### config.mk
export PLATFORM = sky130hd
export DESIGN_NAME = uart_tx_scheduler
export DESIGN_NICKNAME = d
export VERILOG_FILES = /design/src/rtl/uart_tx_scheduler.sv
export SDC_FILE = /design/constraint.sdc
export NUM_CORES = 1
export LEC_CHECK = 0
export CORE_MARGIN = 5
export CORE_UTILIZATION = 40
export CTS_CLUSTER_SIZE = 30
export DETAILED_ROUTE_END_ITERATION = 10
export GPL_TIMING_DRIVEN = 1
export PLACE_DENSITY = 0.64
export SETUP_SLACK_MARGIN = 0.2
export SYNTH_ARGS = -nofsm -noshare
export SYNTH_HDL_FRONTEND = slang
export SYNTH_SLANG_ARGS = --single-unit
### constraint.sdc
create_clock -name MCLK_IN -period 2.79 [get_ports MCLK_IN]
set_input_delay 0.6975 -clock MCLK_IN [delete_from_list [all_inputs] [get_ports MCLK_IN]]
set_output_delay 0.6975 -clock MCLK_IN [all_outputs]
set_load 0.005 [all_outputs]
### src/rtl/uart_tx_scheduler.sv
// Two-requester byte scheduler: round-robin into a small FIFO,
// then a triggered handshake towards a UART monitor with a busy flag.
module uart_tx_scheduler #(
   parameter int FIFO_DEPTH   = 4,
   parameter int TRIG_WIDTH   = 2,
   parameter int BUSY_TIMEOUT = 16
) (
   input  logic                          MCLK_IN,
   input  logic                          RUN_IN,
   input  logic                          REQ0_VALID_IN,
   input  logic [7:0]                    REQ0_BYTE_IN,
   output logic                          REQ0_READY,
   input  logic                          REQ1_VALID_IN,
   input  logic [7:0]                    REQ1_BYTE_IN,
   output logic                          REQ1_READY,
   input  logic                          UART_SEND_BUSY_IN,
   output logic                          UART_SEND_TRIGGER,
   output logic [7:0]                    UART_SEND_BYTE,
   output logic [$clog2(FIFO_DEPTH):0]   FIFO_LEVEL,
   output logic                          TIMEOUT_ERR
);

   localparam int AW = $clog2(FIFO_DEPTH);

   typedef enum logic [2:0] {
      IDLE,
      SETUP,
      PULSE,
      WAIT_BUSY,
      WAIT_DONE
   } state_t;

   state_t        state;
   logic          busy_m;
   logic          busy_s;
   logic [7:0]    mem [FIFO_DEPTH];
   logic [AW-1:0] wr_ptr;
   logic [AW-1:0] rd_ptr;
   logic [AW:0]   count;
   logic          last;
   logic [7:0]    tcnt;
   logic [15:0]   wcnt;
   logic          full;
   logic          empty;
   logic          pop;
   logic          space;
   logic          gnt0;
   logic          gnt1;
   logic          acc0;
   logic          acc1;
   logic          push;
   logic [7:0]    wdata;

   assign full  = (count == (AW+1)'(FIFO_DEPTH));
   assign empty = (count == '0);
   assign pop   = (state == PULSE) && (tcnt == '0);
   // a full FIFO still takes a byte in the cycle its head leaves
   assign space = !full || pop;

   assign gnt0 = REQ0_VALID_IN && (!REQ1_VALID_IN || last);
   assign gnt1 = REQ1_VALID_IN && (!REQ0_VALID_IN || !last);

   assign REQ0_READY = RUN_IN && space && gnt0;
   assign REQ1_READY = RUN_IN && space && gnt1;

   assign acc0  = REQ0_READY && REQ0_VALID_IN;
   assign acc1  = REQ1_READY && REQ1_VALID_IN;
   assign push  = acc0 || acc1;
   assign wdata = acc0 ? REQ0_BYTE_IN : REQ1_BYTE_IN;

   assign FIFO_LEVEL = count;

   always_ff @(posedge MCLK_IN or negedge RUN_IN) begin
      if (!RUN_IN) begin
         busy_m <= 1'b0;
         busy_s <= 1'b0;
      end else begin
         busy_m <= UART_SEND_BUSY_IN;
         busy_s <= busy_m;
      end
   end

   always_ff @(posedge MCLK_IN) begin
      if (push) mem[wr_ptr] <= wdata;
   end

   always_ff @(posedge MCLK_IN or negedge RUN_IN) begin
      if (!RUN_IN) begin
         wr_ptr <= '0;
         rd_ptr <= '0;
         count  <= '0;
         last   <= 1'b1;
      end else begin
         if (push) wr_ptr <= wr_ptr + 1'b1;
         if (pop)  rd_ptr <= rd_ptr + 1'b1;
         if (push && !pop)      count <= count + 1'b1;
         else if (pop && !push) count <= count - 1'b1;
         if (acc0)      last <= 1'b0;
         else if (acc1) last <= 1'b1;
      end
   end

   always_ff @(posedge MCLK_IN or negedge RUN_IN) begin
      if (!RUN_IN) begin
         state             <= IDLE;
         UART_SEND_TRIGGER <= 1'b0;
         UART_SEND_BYTE    <= 8'h00;
         TIMEOUT_ERR       <= 1'b0;
         tcnt              <= '0;
         wcnt              <= '0;
      end else begin
         unique case (state)
            IDLE: begin
               if (!empty && !busy_s) begin
                  UART_SEND_BYTE <= mem[rd_ptr];
                  state          <= SETUP;
               end
            end
            SETUP: begin
               UART_SEND_TRIGGER <= 1'b1;
               tcnt              <= '0;
               state             <= PULSE;
            end
            PULSE: begin
               if (tcnt == 8'(TRIG_WIDTH - 1)) begin
                  UART_SEND_TRIGGER <= 1'b0;
                  wcnt              <= '0;
                  state             <= WAIT_BUSY;
               end else begin
                  tcnt <= tcnt + 1'b1;
               end
            end
            WAIT_BUSY: begin
               if (busy_s) begin
                  state <= WAIT_DONE;
               end else if (wcnt == 16'(BUSY_TIMEOUT - 1)) begin
                  TIMEOUT_ERR <= 1'b1;
                  state       <= IDLE;
               end else begin
                  wcnt <= wcnt + 1'b1;
               end
            end
            WAIT_DONE: begin
               if (!busy_s) state <= IDLE;
            end
            default: state <= IDLE;
         endcase
      end
   end

endmodule

### After elaboration in Yosys (flattened, before gate mapping)

Memory sizes are Yosys's and may differ from the RTL's. A register that Yosys moved wholly into a read port is not among the register bits.
Cells that the tools add are included.

* bits in registers: 39
* memory bits (writable): 32
* output and inout port bits: 15
* memories kept: 1

Memory list
* mem: depth 4, bits a word 8, read ports 1, clocked after memory_dff 1, wr ports 1, RTL line 36 `logic [7:0] mem [FIFO_DEPTH];`

* $add $sub $neg: 6
* equality and inequality tests: 14
* muxes and demuxes: 21
* bitwise operators: 1
* reduce and logical (&&, ||, !) cells: 37

Operators with widths (count)
* $mux W16: 3
* $pmux W16 S2: 1
* $mux W3: 7
* $add A16 B1 Y16 const B: 1
* $eq A16 B4 Y1 const B: 1
* $mux W8: 2
* $pmux W8 S2: 1
* $pmux W3 S5: 1
* $logic_and A1 B1 Y1: 11
* $ne A2 B2 Y1 const B: 5
* $logic_not A1 Y1: 9
* $add A8 B1 Y8 const B: 1
* $eq A8 B1 Y1 const B: 1
* $logic_not A8 Y1: 1
* $reduce_and A4 Y1: 2
* $reduce_bool A2 Y1: 4
* $eq A3 B2 Y1 const B: 2
* $eq A3 B3 Y1 const B: 2
* $logic_not A3 Y1: 2
* $reduce_and A2 Y1: 3
* $mux W1: 5
* $add A2 B1 Y2 const B: 2
* $logic_or A1 B1 Y1: 4
* $add A3 B1 Y3 const B: 1
* other kinds (7): 7

### Logic depth before layout (Yosys ltp)

* depth after elaboration: 11
* gate-level depth with buffers: 10

### Least setup slack after synthesis

Ideal clock, no wire load.

* path kind: register -> register
* start point: register tcnt[4]
* end point: register count[2], in the netlist FIFO_LEVEL[2]
* library setup time: 0.079 ns
* arrival: 2.424 ns
* path slack: 0.287 ns
* stages on the path, launching flop included: 10
* period minus slack after synthesis: 2.503 ns
* path through: dfrtp_1 nor4_4 nand4_4 a211oi_2 ha_1 inv_1 fa_1 xor2_1 nor2_1 xor2_1

* word-level cells in the longest chain between the ends: 10
* elaborated cells between the ends (all ways): 15
* those cells by class: mux: 1; reduce/logical: 14

RTL lines
* start, declared: RTL line 41 `logic [7:0] tcnt;`
* start signal, assigned: RTL line 130 `tcnt <= tcnt + 1'b1;`
* $logic_not A8 Y1 (*): RTL line 56 `assign pop = (state == PULSE) && (tcnt == '0);`
* $logic_and A1 B1 Y1 (*): RTL line 56
* $logic_or A1 B1 Y1: RTL line 58 `assign space = !full || pop;`
* $logic_and A1 B1 Y1: RTL line 63, 64
* $logic_and A1 B1 Y1 (on tied branches): RTL line 63, 64
* $logic_and A1 B1 Y1 (on tied branches): RTL line 66, 67
* $logic_or A1 B1 Y1: RTL line 68 `assign push = acc0 || acc1;`
* $logic_not A1 Y1: RTL line 97 `else if (pop && !push) count <= count - 1'b1;`
* $logic_and A1 B1 Y1: RTL line 97
* $reduce_bool A2 Y1 (no line)
* end signal, assigned: RTL line 96 `if (push && !pop) count <= count + 1'b1;`
* end signal, assigned: RTL line 97
* end, declared: RTL line 39 `logic [AW:0] count;`

Mark *: on every way between the ends. The rest lies on a longest branch, timed or not.
A chain may end at the register's enable or synchronous reset.

### Worst setup path in the final report

* start point: register tcnt[4]
* end point: output REQ0_READY

* word-level cells in the longest chain between the ends: 5

RTL lines
* $logic_not A8 Y1: RTL line 56
* $logic_and A1 B1 Y1: RTL line 56
* $logic_or A1 B1 Y1: RTL line 58
* $logic_and A1 B1 Y1 (2 in a row): RTL line 63 `assign REQ0_READY = RUN_IN && space && gnt0;`
* end, declared: RTL line 12 `output logic REQ0_READY,`

No other way between the ends.

==> results_dict.tcl <==
set metrics [dict create \
    place.gp.congestion 0.800 \
    cts_sinks 79 \
    period_needed_ps 2620 \
    hpwl_um 5190 \
    timing.final.ws_setup_ps 167 \
    grt_pass1_wl_um 12700 \
    p_sw_mw 1.30 \
    drt-total-wl_um 7450 \
    drive_above_1_share_pct 25.5 \
    final.setup.tns_ps 0 \
    end_kind "output pin" \
    avgSynthCellArea_um2 13.0 \
    grt_max_degree 48 \
    cp.depth 6 \
    yosysSeqAreaShare_pct 57.5 \
    cp.arrival_ps 1930 \
    gr-total-overflow 0 \
    dr.first_iter.drc_count 98 \
    core.rowCount 35 \
    synth_edf_count 32 \
    min_path_type "flop to flop" \
    firstDrtPassIters 4 \
    cts_root_buffer "clkbuf_8" \
    critPathKind "flop to output pin" \
    vias_per_cell 5.34 \
    status "finished, final reports clean" \
    worstSetupStartpointType "flop" \
    yosys-top-cells-area "dfrtp_1 (31%), edfxtp_1 (26%), mux2_2 (5.5%)" \
    finalSetupViolations 0 \
    crit_top_cell "buf_6" \
    fin_util_pct 50.7 \
    fillCellCount 791 \
    grtUsageTotal_pct 14.2 \
    synth_ff_type "dfrtp_1" \
    io_buffers 35 \
    grt_antenna_before_repair 0 \
    pre_cts_slack_ps -105 \
    p_seq_share_pct 43.0 \
    slew_viol_final 0 \
    nets 387 \
    final_area_um2 4640 \
    skew_ps 12.2 \
    tightest_slew_ps 622 \
    power_frac_comb_pct 34.7 \
    core_um2 9150 \
    dieArea_um2 11300 \
    ys_ff_latch 79 \
    chipWidth_um 106 \
    synth_top_area_share_pct 31.0 \
    cp_max_fo 4 \
    vias 2521 \
    syn2layout_area_growth_pct 24.8 \
    p_leak_nw 1.87 \
    cts.path.max_buffers 2 \
    max_freq_mhz 381 \
    numCtsBuffers 9 \
    cp.buffers_inverters 3 \
    instances_no_fill 472 \
    ioPinCount 36 \
    crit_chain "nor4_4 -> nand4_4 -> buf_6 -> buf_6 -> a211oi_4 -> buf_2" \
    rsz0062_at_grt "true" \
    relSlewSlack_pct 58.1 \
    synthTopCellsByCount "dfrtp_1 (46), edfxtp_1 (32), nand2_1 (21)" \
    synth_cells 286 \
    cp_top_family "simple AND/OR/NAND/NOR gates" \
    hold_depth 0 \
    rr_worst_depth 11 \
    cts_tree "yes" \
    cts_max_level 3 \
    die_h_um 106 \
    drv_cap 0 \
    multi_input_area_um2 1530 \
    vdd.ir_drop.worst_uv 420 \
    p_per_area_nw_per_um2 867 \
    hold_ws_ps 367 \
    syn_area_um2 3720 \
    cpPeakStageDelay_ps 440 \
    postRouteAntennaNets 0 \
    fin_crit_sh_pct 94.0 \
    p_int_mw 2.72 \
    yosys_warnings 0 \
    synth_nets 317 \
    first_global_vias 2576 \
    ys_types 47 \
    clk-insertion-delay-late_ps 360 \
    insertedDiodeCount 0 \
    dpl-instance-area_um2 4290 \
    cp_slowest_cell "dfrtp_2" \
    wl_per_cell_um 15.8 \
    hold_viol 0 \
    required_ps 2090 \
    yosysMostFrequentCell "dfrtp_1" \
    swShare_pct 32.4 \
    numPlacedInstances 441 \
    clk_pin_slew_ps 80 \
    pwr-share-clk_pct 22.3 \
    register_area_um2 2140 \
    async_flop_share_pct 59.5 \
    yosysTopAreaCell "dfrtp_1" \
    start_util_pct 40.6 \
    power_mw 4.02 \
    drc 0 \
]
## flip-flops by register name (all words and copies together), names as in the netlist, 2 cells and up
register / cells
mem: 32
wcnt: 16
UART_SEND_BYTE: 8
tcnt: 8
FIFO_LEVEL: 3
state: 3
rd_ptr: 2
wr_ptr: 2
## area by class of cell
cell class,count,area share (%)
sequential,79,46.1
multi-input combinational,189,33.0
timing repair buffer,65,12.3
tap,111,2.99
clock buffer,9,2.67
clock inverter,7,1.89
inverter,12,0.971
## per-layer routing
| metal | routed length [um] | up-vias | GRT usage [%] |
|---|---|---|---|
| met3 | 310 | 9 | 4.37 |
| met1 | 3410 | 1247 | 18.6 |
| li1 | - | 1216 | - |
| met2 | 3610 | 49 | 22.4 |
| met5 | 0 | - | 0 |
| met4 | 121 | 0 | 4.72 |
## power groups by stage
stage / combinational, mW / clock [mW] / sequential, mW
detailed placement: 1.31 / 0 / 1.76
CTS: 1.40 / 0.928 / 1.74
finish: 1.39 / 0.898 / 1.73
global route: 1.54 / 0.971 / 1.78
floorplan: 0.854 / 0 / 1.68
global placement: 1.28 / 0 / 1.75
## placed cells by master (no fill, tap or decap), drive strengths merged, types with 6 or more instances in the layout
master,instances
dfrtp,46
buf,33
clkdlybuf4s50,32
edfxtp,32
nand2,21
mux2,18
inv,16
nor2,15
nand3,10
a21oi,9
clkbuf,9
ha,9
o21ai,8
mux4,8
nand4,8
xor2,7
a31oi,7
mux2i,7
nor4,7
nand2b,6
or3,6
## worst paths after layout
kind | start | end | slack (ps)
setup / recovery | tcnt[4]$_DFFE_PN0P_ | REQ0_READY | 170
hold / removal | busy_m$_DFF_PN0_ | busy_s$_DFF_PN0_ | 370
setup reg to reg | tcnt[4]$_DFFE_PN0P_ | FIFO_LEVEL[2]$_DFFE_PN0P_ | 230
hold reg to reg | busy_m$_DFF_PN0_ | busy_s$_DFF_PN0_ | 370
max in group asynchronous | RUN_IN | tcnt[4]$_DFFE_PN0P_ | 1840
min in group asynchronous | RUN_IN | UART_SEND_BYTE[3]$_DFFE_PN0P_ | 500
## repair_timing
| item | CTS | global route |
|---|---|---|
| setup endpoints to repair | 2 | 5 |
| resized for setup | 13 | 5 |
| buffers inserted | 13 | 2 |
| endpoints found under the hold margin | 0 | 0 |
| pin swaps | 4 | 5 |
| hold buffers | 0 | 0 |
## kinds of logic after synthesis
| logic type | after synthesis | synth area share (%) |
|---|---|---|
| AO/OA/AOI/OAI | 36 | 6.60 |
| XOR/XNOR | 11 | 2.59 |
| multiplexers | 33 | 12.2 |
| adder cells (fa/ha/maj) | 10 | 3.57 |
| flip-flops | 79 | 57.5 |
| AND/OR/NAND/NOR | 99 | 15.7 |
| buffers and inverters | 18 | 1.82 |
(Power assumes the default switching activity.)
